--- src/rtl/regbus_arbiter.sv ---
// regbus_arbiter: two-port arbiter/sequencer for the register bus.
// Port 0 is the SPI instruction decoder and port 1 is the internal update
// engine. One access is granted at a time. The module sequences the one-cycle
// register-file read latency and returns a one-cycle ack, plus err and rdata.
// Addresses above MAX_ADDR never reach the register file. They are acked with
// err=1.
// Ports:
//   clk, rst_n                    clock, async active-low reset
//   req/we/addr/wdata 0/1         requester command (held stable while req high)
//   ack/err/rdata 0/1             per-port completion, rejection flag, read data
//   read, write, addr, data_write register-file strobes, address and write data
//   data_read                     register-file read data, valid cycle after read
//   busy                          high from grant until the cycle before ack
module regbus_arbiter #(
  parameter int unsigned ADDR_W     = 6,
  parameter int unsigned DATA_W     = 8,
  parameter int unsigned MAX_ADDR   = 32'h3F,
  parameter bit          FIXED_PRIO = 1'b0
) (
  input  logic              clk,
  input  logic              rst_n,
  input  logic              req0,
  input  logic              we0,
  input  logic [ADDR_W-1:0] addr0,
  input  logic [DATA_W-1:0] wdata0,
  input  logic              req1,
  input  logic              we1,
  input  logic [ADDR_W-1:0] addr1,
  input  logic [DATA_W-1:0] wdata1,
  output logic              ack0,
  output logic              err0,
  output logic [DATA_W-1:0] rdata0,
  output logic              ack1,
  output logic              err1,
  output logic [DATA_W-1:0] rdata1,
  output logic              read,
  output logic              write,
  output logic [ADDR_W-1:0] addr,
  output logic [DATA_W-1:0] data_write,
  input  logic [DATA_W-1:0] data_read,
  output logic              busy
);

  typedef enum logic [1:0] {
    IDLE    = 2'd0,
    ACCESS  = 2'd1,
    CAPTURE = 2'd2
  } state_t;

  state_t state_q, state_d;
  logic   last_q, last_d;   // port served most recently (1 = port 1)
  logic   gnt_q, gnt_d;     // port currently being served
  logic   we_q, we_d;
  logic   bad_q, bad_d;     // latched address was out of range

  logic              ack0_d, ack1_d, err0_d, err1_d;
  logic [DATA_W-1:0] rdata0_d, rdata1_d, data_write_d;
  logic              read_d, write_d, busy_d;
  logic [ADDR_W-1:0] addr_d;

  logic              elig0, elig1, sel1, sel_we, sel_bad;
  logic [ADDR_W-1:0] sel_addr;
  logic [DATA_W-1:0] sel_wdata;

  // Next-state and next-output logic
  always_comb begin
    state_d      = state_q;
    last_d       = last_q;
    gnt_d        = gnt_q;
    we_d         = we_q;
    bad_d        = bad_q;
    ack0_d       = 1'b0;
    ack1_d       = 1'b0;
    err0_d       = 1'b0;
    err1_d       = 1'b0;
    read_d       = 1'b0;
    write_d      = 1'b0;
    rdata0_d     = rdata0;
    rdata1_d     = rdata1;
    addr_d       = addr;
    data_write_d = data_write;
    busy_d       = busy;

    // A port being acked this cycle sits out one arbitration round
    elig0     = req0 & ~ack0;
    elig1     = req1 & ~ack1;
    sel1      = elig1 & (~elig0 | (~FIXED_PRIO & ~last_q));
    sel_we    = sel1 ? we1 : we0;
    sel_addr  = sel1 ? addr1 : addr0;
    sel_wdata = sel1 ? wdata1 : wdata0;
    sel_bad   = 32'(sel_addr) > MAX_ADDR;

    case (state_q)
      IDLE: begin
        if (elig0 | elig1) begin
          gnt_d   = sel1;
          last_d  = sel1;
          we_d    = sel_we;
          bad_d   = sel_bad;
          busy_d  = 1'b1;
          state_d = ACCESS;
          if (!sel_bad) begin
            read_d  = ~sel_we;
            write_d = sel_we;
            addr_d  = sel_addr;
            if (sel_we) data_write_d = sel_wdata;
          end
        end
      end
      ACCESS: state_d = CAPTURE;
      CAPTURE: begin
        busy_d  = 1'b0;
        state_d = IDLE;
        if (gnt_q) begin
          ack1_d = 1'b1;
          err1_d = bad_q;
          if (!we_q) rdata1_d = bad_q ? '0 : data_read;
        end else begin
          ack0_d = 1'b1;
          err0_d = bad_q;
          if (!we_q) rdata0_d = bad_q ? '0 : data_read;
        end
      end
      default: state_d = IDLE;
    endcase
  end

  // State and output registers
  always_ff @(posedge clk or negedge rst_n) begin
    if (!rst_n) begin
      state_q    <= IDLE;
      last_q     <= 1'b1;
      gnt_q      <= 1'b0;
      we_q       <= 1'b0;
      bad_q      <= 1'b0;
      ack0       <= 1'b0;
      ack1       <= 1'b0;
      err0       <= 1'b0;
      err1       <= 1'b0;
      rdata0     <= '0;
      rdata1     <= '0;
      read       <= 1'b0;
      write      <= 1'b0;
      addr       <= '0;
      data_write <= '0;
      busy       <= 1'b0;
    end else begin
      state_q    <= state_d;
      last_q     <= last_d;
      gnt_q      <= gnt_d;
      we_q       <= we_d;
      bad_q      <= bad_d;
      ack0       <= ack0_d;
      ack1       <= ack1_d;
      err0       <= err0_d;
      err1       <= err1_d;
      rdata0     <= rdata0_d;
      rdata1     <= rdata1_d;
      read       <= read_d;
      write      <= write_d;
      addr       <= addr_d;
      data_write <= data_write_d;
      busy       <= busy_d;
    end
  end

endmodule

--- config.mk ---
export PLATFORM = sky130hd
export DESIGN_NAME = regbus_arbiter
export DESIGN_NICKNAME = d
export VERILOG_FILES = /design/src/rtl/regbus_arbiter.sv
export SDC_FILE = /design/constraint.sdc
export NUM_CORES = 1
export LEC_CHECK = 0
export CELL_PAD_IN_SITES_DETAIL_PLACEMENT = 0
export CELL_PAD_IN_SITES_GLOBAL_PLACEMENT = 1
export CORE_MARGIN = 2
export CORE_UTILIZATION = 31
export DETAILED_ROUTE_END_ITERATION = 10
export PLACE_DENSITY_LB_ADDON = 0.1
export SLEW_MARGIN = 20
export SYNTH_ARGS = -nofsm -noshare
export SYNTH_HDL_FRONTEND = slang
export SYNTH_SLANG_ARGS = --single-unit
--- constraint.sdc ---
create_clock -name clk -period 2.3 [get_ports clk]
set_input_delay 0.575 -clock clk [delete_from_list [all_inputs] [get_ports clk]]
set_output_delay 0.575 -clock clk [all_outputs]
set_load 0.01 [all_outputs]
==> results.md, run 1 <==
- Status: finished, final reports clean
- Yosys reg bits: 40
- Most numerous cell in the Yosys netlist: dfrtp_1
- # hold bufs at CTS: 0
- Worst EP required: 2470 ps
- Pre-CTS WS: ~21 ps
- Critical path launch point type: input port
- Initial Util: 31.7%
- Minimum clock period: approximately 2000 ps
- Routed WL per cell: about 13 um
- Relative slew slack: 41.3%
- Netlist cell types: 23
- CTS tree: yes
- Synth cell count leaders: dfrtp_1 (39), mux2_2 (30), nand2_1 (11)
- Post-CTS sizing: 0
- Flop-to-flop setup slack: approximately 600 ps
- Max-slew violations: 0
- Max Root-Sink Buffers: 2
- Power density cells: 1220 nW/um2
- Worst-path maximum fanout: 9
- Final Wtd Congestion: between 0.6 and 0.7
- Cell taking the most area after synthesis: dfrtp_1
- Yosys synthesis warning count: 0
- Non-Filler Instances: ~280
- Worst path max stage delay: between 500 and 600 ps
- DRC: 0
- CP max-delay cell: clkdlybuf4s50_1
- Vias in the first global route: around 1.3k
- Worst-skew pair later-pin latency: 290 ps
- Top-area cell type share of the netlist area: 57.0%
- CTS sink cnt: 40
- Total Power: between 3 and 4 mW
- Final period util: about 85%
- # H-tree levels: 2
- Total GRT Usage: ~13%
- Total number of vias: ~1.2k
- DR iter-0 viols: 22
- VDD IR max: about 0.52 mV
- CP cell instances: clkdlybuf4s50_1 > nand3b_4 > a21bo_2 > a21oi_4 > mux2_2
- Critical path class: input port to flop
- Layout area overhead: 54.1%
- Fillers: roughly 500
- CTS Buf Count: 5
- Placed Cells: ~270
- Placed cell area: about 2500 um2
- Reg2Reg Launch Point: state_q[0]
- Port bufs: 76
- Fin. Hold Viols: 0
- Diode count: 0
- Fmax: approximately 0.51 GHz
- Post-CTS setup buffers: 0
- Largest net degree at the start of global routing: between 40 and 50
- Sequential share of the synthesized area: about three fifths
- GRT overflow: 0
- Min setup slack post-route: 339 ps
- Syn_area_per_cell: around 14 um2
- Max cap viols: 0
- First-pass GRT wire length: ~6000 um
- Top post-synthesis cells by area: dfrtp_1 (57%), mux2_2 (20%), mux2i_1 (3.5%), mux2_4 (2.6%), nand2_1 (2.4%)
- Synthesized instance count: approximately 120
- Worst-Margin Slew: slightly below 900 ps
- Crit end category: flop
- Clock skew: roughly 8.4 ps
- Core Area: around 5400 um2
- Row cnt: 27
- Die Ht: between 70 and 80 um
- WL final: roughly 3700 um
- R2r endpoint: rdata1[3]
- DR vias/cell: 4.43
- Antenna-violating nets left: 0
- RSZ-0062 raised after global routing: false
- DRT Pass-1 Iters: 4
- Worst-path clk slew: around 70 ps
- Root Buffer Master: clkbuf_8
- WHS: between 400 and 500 ps
- Layout cell share with drive strength beyond 1: approximately a quarter
- Final Util: between 40% and 50%
- Initial antenna violation count: 0
- Reg2Reg Depth: 3
- Most used DFF post-synth: dfrtp_1
- Pleak: between 1 and 1.5 nW
- Final Setup Violations: 0
- Final instance area: approximately 2600 um2
- Number of synthesized flops with an enable pin: 0
- Crit path DAT: 2130 ps
- Net count, final: about 250
- Ports: 79
- Fin Setup TNS: 0 ps
- Worst hold path type: input port to asynchronous set/reset pin
- Syn Std Cell Area: 1710 um2
- Post-DP HPWL: between 2000 and 3000 um
- Die area: just over 6000 um2
- Die extent in x: between 70 and 80 um
- Ys async rst share: 100%
[layout make-up]
class / instances / area (um2) / share of cell area [%]
Clock buffer: 8 / 90.1 / 3.41
Multi-Input combinational cell: 76 / 671 / 25.4
Timing Repair Buffer: 79 / 778 / 29.5
Inverter: 2 / 7.51 / 0.284
Tap cell: 72 / 90.1 / 3.41
Sequential cell: 40 / 1000 / 38.0
[critical path, delay by kind of cell]
kind,cells,cell delay [ps]
AOI/OAI and AO/OA,2,550
muxes,1,370
and+or+nand+nor,1,110
buffers and inverters,1,520
[per-layer routing]
layer | track usage (%) | routed length, um
met1 | 14.9 | 1580
met2 | 21.1 | 1820
met3 | 4.71 | 265
met4 | 3.68 | 40
met5 | 0 | 0
[where the power goes]
group | switching, mW | leakage (nW) | internal [mW] | total [mW]
registers | 0.184 | 0.486 | 1.05 | 1.23
logic | 0.592 | 0.607 | 0.931 | 1.52
clock network | 0.221 | 0.0455 | 0.244 | 0.465
total | 0.996 | 1.14 | 2.23 | 3.22
[how the worst max path moves through the flow]
stage,startpoint,slack [ps],to
after floorplan,req1,620,data_write[0]
after global placement,req0,70,data_write[1]
after detailed placement,req0,20,data_write[4]
after CTS,req0,330,data_write[7]
after global routing,req1,290,data_write[1]
final,req0,340,data_write[3]
[cells by family (layout without fill, tap and decap cells)]
kind of cell / Yosys count / count (layout) / synth area share [%]
DFF: 40 / 40 / 58.5
and+or+nand+nor: 24 / 24 / 8.47
buffers and inverters: 7 / 89 / 2.56
AOI/OAI and AO/OA: 11 / 11 / 4.38
muxes: 39 / 39 / 25.9
other: 1 / 2 / 0.219
[registers in the layout, summed over array words and instances (netlist names), 2 cells and up]
signal      count
data_write      8
rdata0          8
state_q         2
addr            6
rdata1          8
[cells in the final DEF, fill, tap and decap left out, types with 2 or more instances in the layout]
cell	n
clkbuf_8	6
inv_1	2
buf_4	3
o21ai_0	8
dfrtp_1	39
mux2_2	30
nor2_1	4
nor2b_1	2
conb_1	2
nor3_2	2
mux2i_1	6
nand2_1	11
clkbuf_1	2
clkdlybuf4s50_1	75
mux2_4	3
No activity file was read; power rests on OpenSTA's default activity.
==> run 2: changes to the inputs <==
--- a/config.mk
+++ b/config.mk
@@ -8,8 +8,9 @@
 export CELL_PAD_IN_SITES_DETAIL_PLACEMENT = 0
 export CELL_PAD_IN_SITES_GLOBAL_PLACEMENT = 1
 export CORE_MARGIN = 2
-export CORE_UTILIZATION = 31
+export CORE_UTILIZATION = 25
 export DETAILED_ROUTE_END_ITERATION = 10
+export HOLD_SLACK_MARGIN = 0.03
 export PLACE_DENSITY_LB_ADDON = 0.1
 export SLEW_MARGIN = 20
 export SYNTH_ARGS = -nofsm -noshare
==> run 2 against run 1 <==
Against the previous run:
- combinational power hardly changed
- clock skew is 5.6 ps lower
- sequential power about the same
- sequential share of layout area down 0.36 points
- critical path depth stayed put
- critical path type unchanged
- critical endpoint is now data_write[5]
==> results.md, run 2 (synthesis gave the netlist of run 1 again) <==
- Status: finished, final reports clean (unchanged)
- Clock network fraction of total power: 14.4% (about the same)
- Critical path launch point type: input port (unchanged)
- DRT Pass-1 Iters: 3 (was 4)
- CTS sink cnt: 40 (unchanged)
- Power density cells: 1220 nW/um2 (about the same)
- Worst-skew pair later-pin latency: 280 ps (was 290 ps)
- Worst path max stage delay: 530 ps (was 520 ps)
- Max cap viols: 0 (unchanged)
- Crit end category: flop (unchanged)
- Int Power: 2.23 mW (about the same)
- Cell family with most CP delay: compound AO/OA/AOI/OAI gates (unchanged)
- First-pass GRT wire length: 6640 um (was 5890 um)
- Row cnt: 30 (was 27)
- Largest net degree at the start of global routing: 24 (was 41)
- Relative slew slack: 66.5% (was 41.3%)
- Met2 WL post-DR: 1990 um (was 1820 um)
- Clock skew: 2.88 ps (was 8.45 ps)
- CTS tree: yes (unchanged)
- DR iter-0 viols: 29 (was 22)
- Layout cell share with drive strength beyond 1: 26.1% (was 25.4%)
- Fin. Hold Viols: 0 (unchanged)
- Met1 Routed Length: 1700 um (was 1580 um)
- Fin Setup TNS: 0 ps (unchanged)
- CTS Buf Count: 5 (unchanged)
- Net count, final: 248 (was 246)
- CP max-delay cell: clkdlybuf4s50_1 (unchanged)
- Ports: 79 (unchanged)
- Post-CTS setup buffers: 0 (unchanged)
- VDD IR max: 0.416 mV (was 0.523 mV)
- WL met3: 241 um (was 265 um)
- Regs by FF count: data_write: 8 flops, rdata0: 8 flops, rdata1: 8 flops (unchanged)
- Worst-path maximum fanout: 9 (unchanged)
- Placed Cells: 279 (was 269)
- Antenna-violating nets left: 0 (unchanged)
- Worst-Margin Slew: 503 ps (was 880 ps)
- Reg2Reg Launch Point: last_q (was state_q[0])
- Pleak: 1.15 nW (was 1.14 nW)
- Final period util: 86.5% (was 85.2%)
- Max Root-Sink Buffers: 2 (unchanged)
- # hold bufs at CTS: 0 (unchanged)
- Pre-CTS WS: -3.30 ps (was 21.1 ps)
- Vias in the first global route: 1352 (was 1257)
- Final Setup Violations: 0 (unchanged)
- DR vias/cell: 4.17 (was 4.43)
- DRC: 0 (unchanged)
- Die extent in x: 86.8 um (was 78.3 um)
- Post-DP HPWL: 3060 um (was 2710 um)
- WL final: 4000 um (was 3710 um)
- CP bufs+invs: 1 (unchanged)
- Fillers: 668 (was 503)
- Initial Util: 25.5% (was 31.7%)
- Fmax: 0.503 GHz (was 0.510 GHz)
- # H-tree levels: 2 (unchanged)
- Post-CTS sizing: 0 (unchanged)
- CP cell instances: clkdlybuf4s50_1 > nand3b_4 > a21bo_2 > a21oi_4 > mux2_2 (unchanged)
- Final instance area: 2660 um2 (was 2640 um2)
- Min setup slack post-route: 311 ps (was 339 ps)
- WHS: 247 ps (was 407 ps)
- Crit path from: req0 (unchanged)
- Worst EP required: 2470 ps (about the same)
- Root Buffer Master: clkbuf_8 (unchanged)
- RSZ-0062 raised after global routing: false (unchanged)
- GRT overflow: 0 (unchanged)
- Routed WL per cell: 13.9 um (was 13.4 um)
- Non-Filler Instances: 287 (was 277)
- Comb pwr share: 47.4% (was 47.3%)
- Critical path class: input port to flop (unchanged)
- Initial antenna violation count: 0 (unchanged)
- Total GRT Usage: 11.6% (was 12.5%)
- Worst-path clk slew: 70 ps (about the same)
- Commonest cells after routing, fill and taps aside: clkdlybuf4s50_1 (75), dfrtp_1 (39), mux2_2 (30), nand2_1 (11), o21ai_0 (8) (unchanged)
- Diode count: 0 (unchanged)
- P_sw: 1.02 mW (was 0.996 mW)
- Seq pwr share: 38.2% (was 38.3%)
- Commonest non-fill, non-tap cell in the layout: clkdlybuf4s50_1 (unchanged)
- Port bufs: 76 (unchanged)
- DR top layer: met4 (unchanged)
- Minimum clock period: 1990 ps (was 1960 ps)
- Worst hold path type: input port to asynchronous set/reset pin (unchanged)
- Crit path DAT: 2160 ps (was 2130 ps)
- Sw Ratio: 31.4% (was 30.9%)
- Placed cell area: 2570 um2 (was 2550 um2)
- Core Area: 6720 um2 (was 5410 um2)
- Die area: 7530 um2 (was 6140 um2)
- Final Wtd Congestion: 0.737 (was 0.666)
- Max-slew violations: 0 (unchanged)
- Total number of vias: 1198 (was 1227)
- Final Util: 39.6% (was 48.8%)
- Die Ht: 86.8 um (was 78.3 um)
- Total Power: 3.25 mW (was 3.22 mW)
- Layout area overhead: 55.5% (was 54.1%)
[run 2: changes by cell type in the layout (fill, tap and decap cells not counted)]
cell / delta
buf_4: +2
[run 2: routing by layer]
layer	track usage [%]	up-vias
met5	0	-
met4	4.69	0
li1	-	584
met1	14.1	563
met2	19.1	44
met3	3.52	7
[run 2: area by class of cell]
class                   instances  area, um2  share of cell area (%)
multi-input cells              76        671                    25.2
well taps                      80        100                    3.76
repair buffers                 81        793                    29.8
flip-flops and latches         40       1000                    37.6
inverters                       2       7.51                   0.282
clock buffers                   8       90.1                    3.38
[run 2: power by group through the flow]
| stage | Combinational (mW) | Clock [mW] | Sequential [mW] |
|---|---|---|---|
| floorplan | 0.612 | 0 | 1.38 |
| detailed placement | 1.57 | 0 | 1.26 |
| finish | 1.54 | 0.470 | 1.24 |
| global route | 1.67 | 0.529 | 1.30 |
| CTS | 1.58 | 0.497 | 1.25 |
| global placement | 1.54 | 0 | 1.25 |
[run 2: worst paths after layout]
check | to | slack, ps | cells past startpoint
max | data_write[5] | 310 | 5
min | data_write[6] | 250 | 1
max reg2reg | data_write[5] | 580 | 4
min reg2reg | state_q[1] | 470 | 1
max in group asynchronous | rdata1[6] | 1420 | 2
min in group clk | state_q[1] | 470 | 1
[run 2: worst reg2reg max path: cells and delay by family, from the launching register on]
| family | cells | cell delay (ps) |
|---|---|---|
| compound gates | 2 | 560 |
| mux | 1 | 380 |
| flops | 1 | 570 |
| simple gates | 1 | 100 |
==> run 3: changes to the inputs <==
--- a/config.mk
+++ b/config.mk
@@ -8,7 +8,7 @@
 export CELL_PAD_IN_SITES_DETAIL_PLACEMENT = 0
 export CELL_PAD_IN_SITES_GLOBAL_PLACEMENT = 1
 export CORE_MARGIN = 2
-export CORE_UTILIZATION = 25
+export CORE_UTILIZATION = 31
 export DETAILED_ROUTE_END_ITERATION = 10
 export HOLD_SLACK_MARGIN = 0.03
 export PLACE_DENSITY_LB_ADDON = 0.1
==> results of run 3 <==
Same layout as run 1: the final DEF is identical, and so are final timing and power.
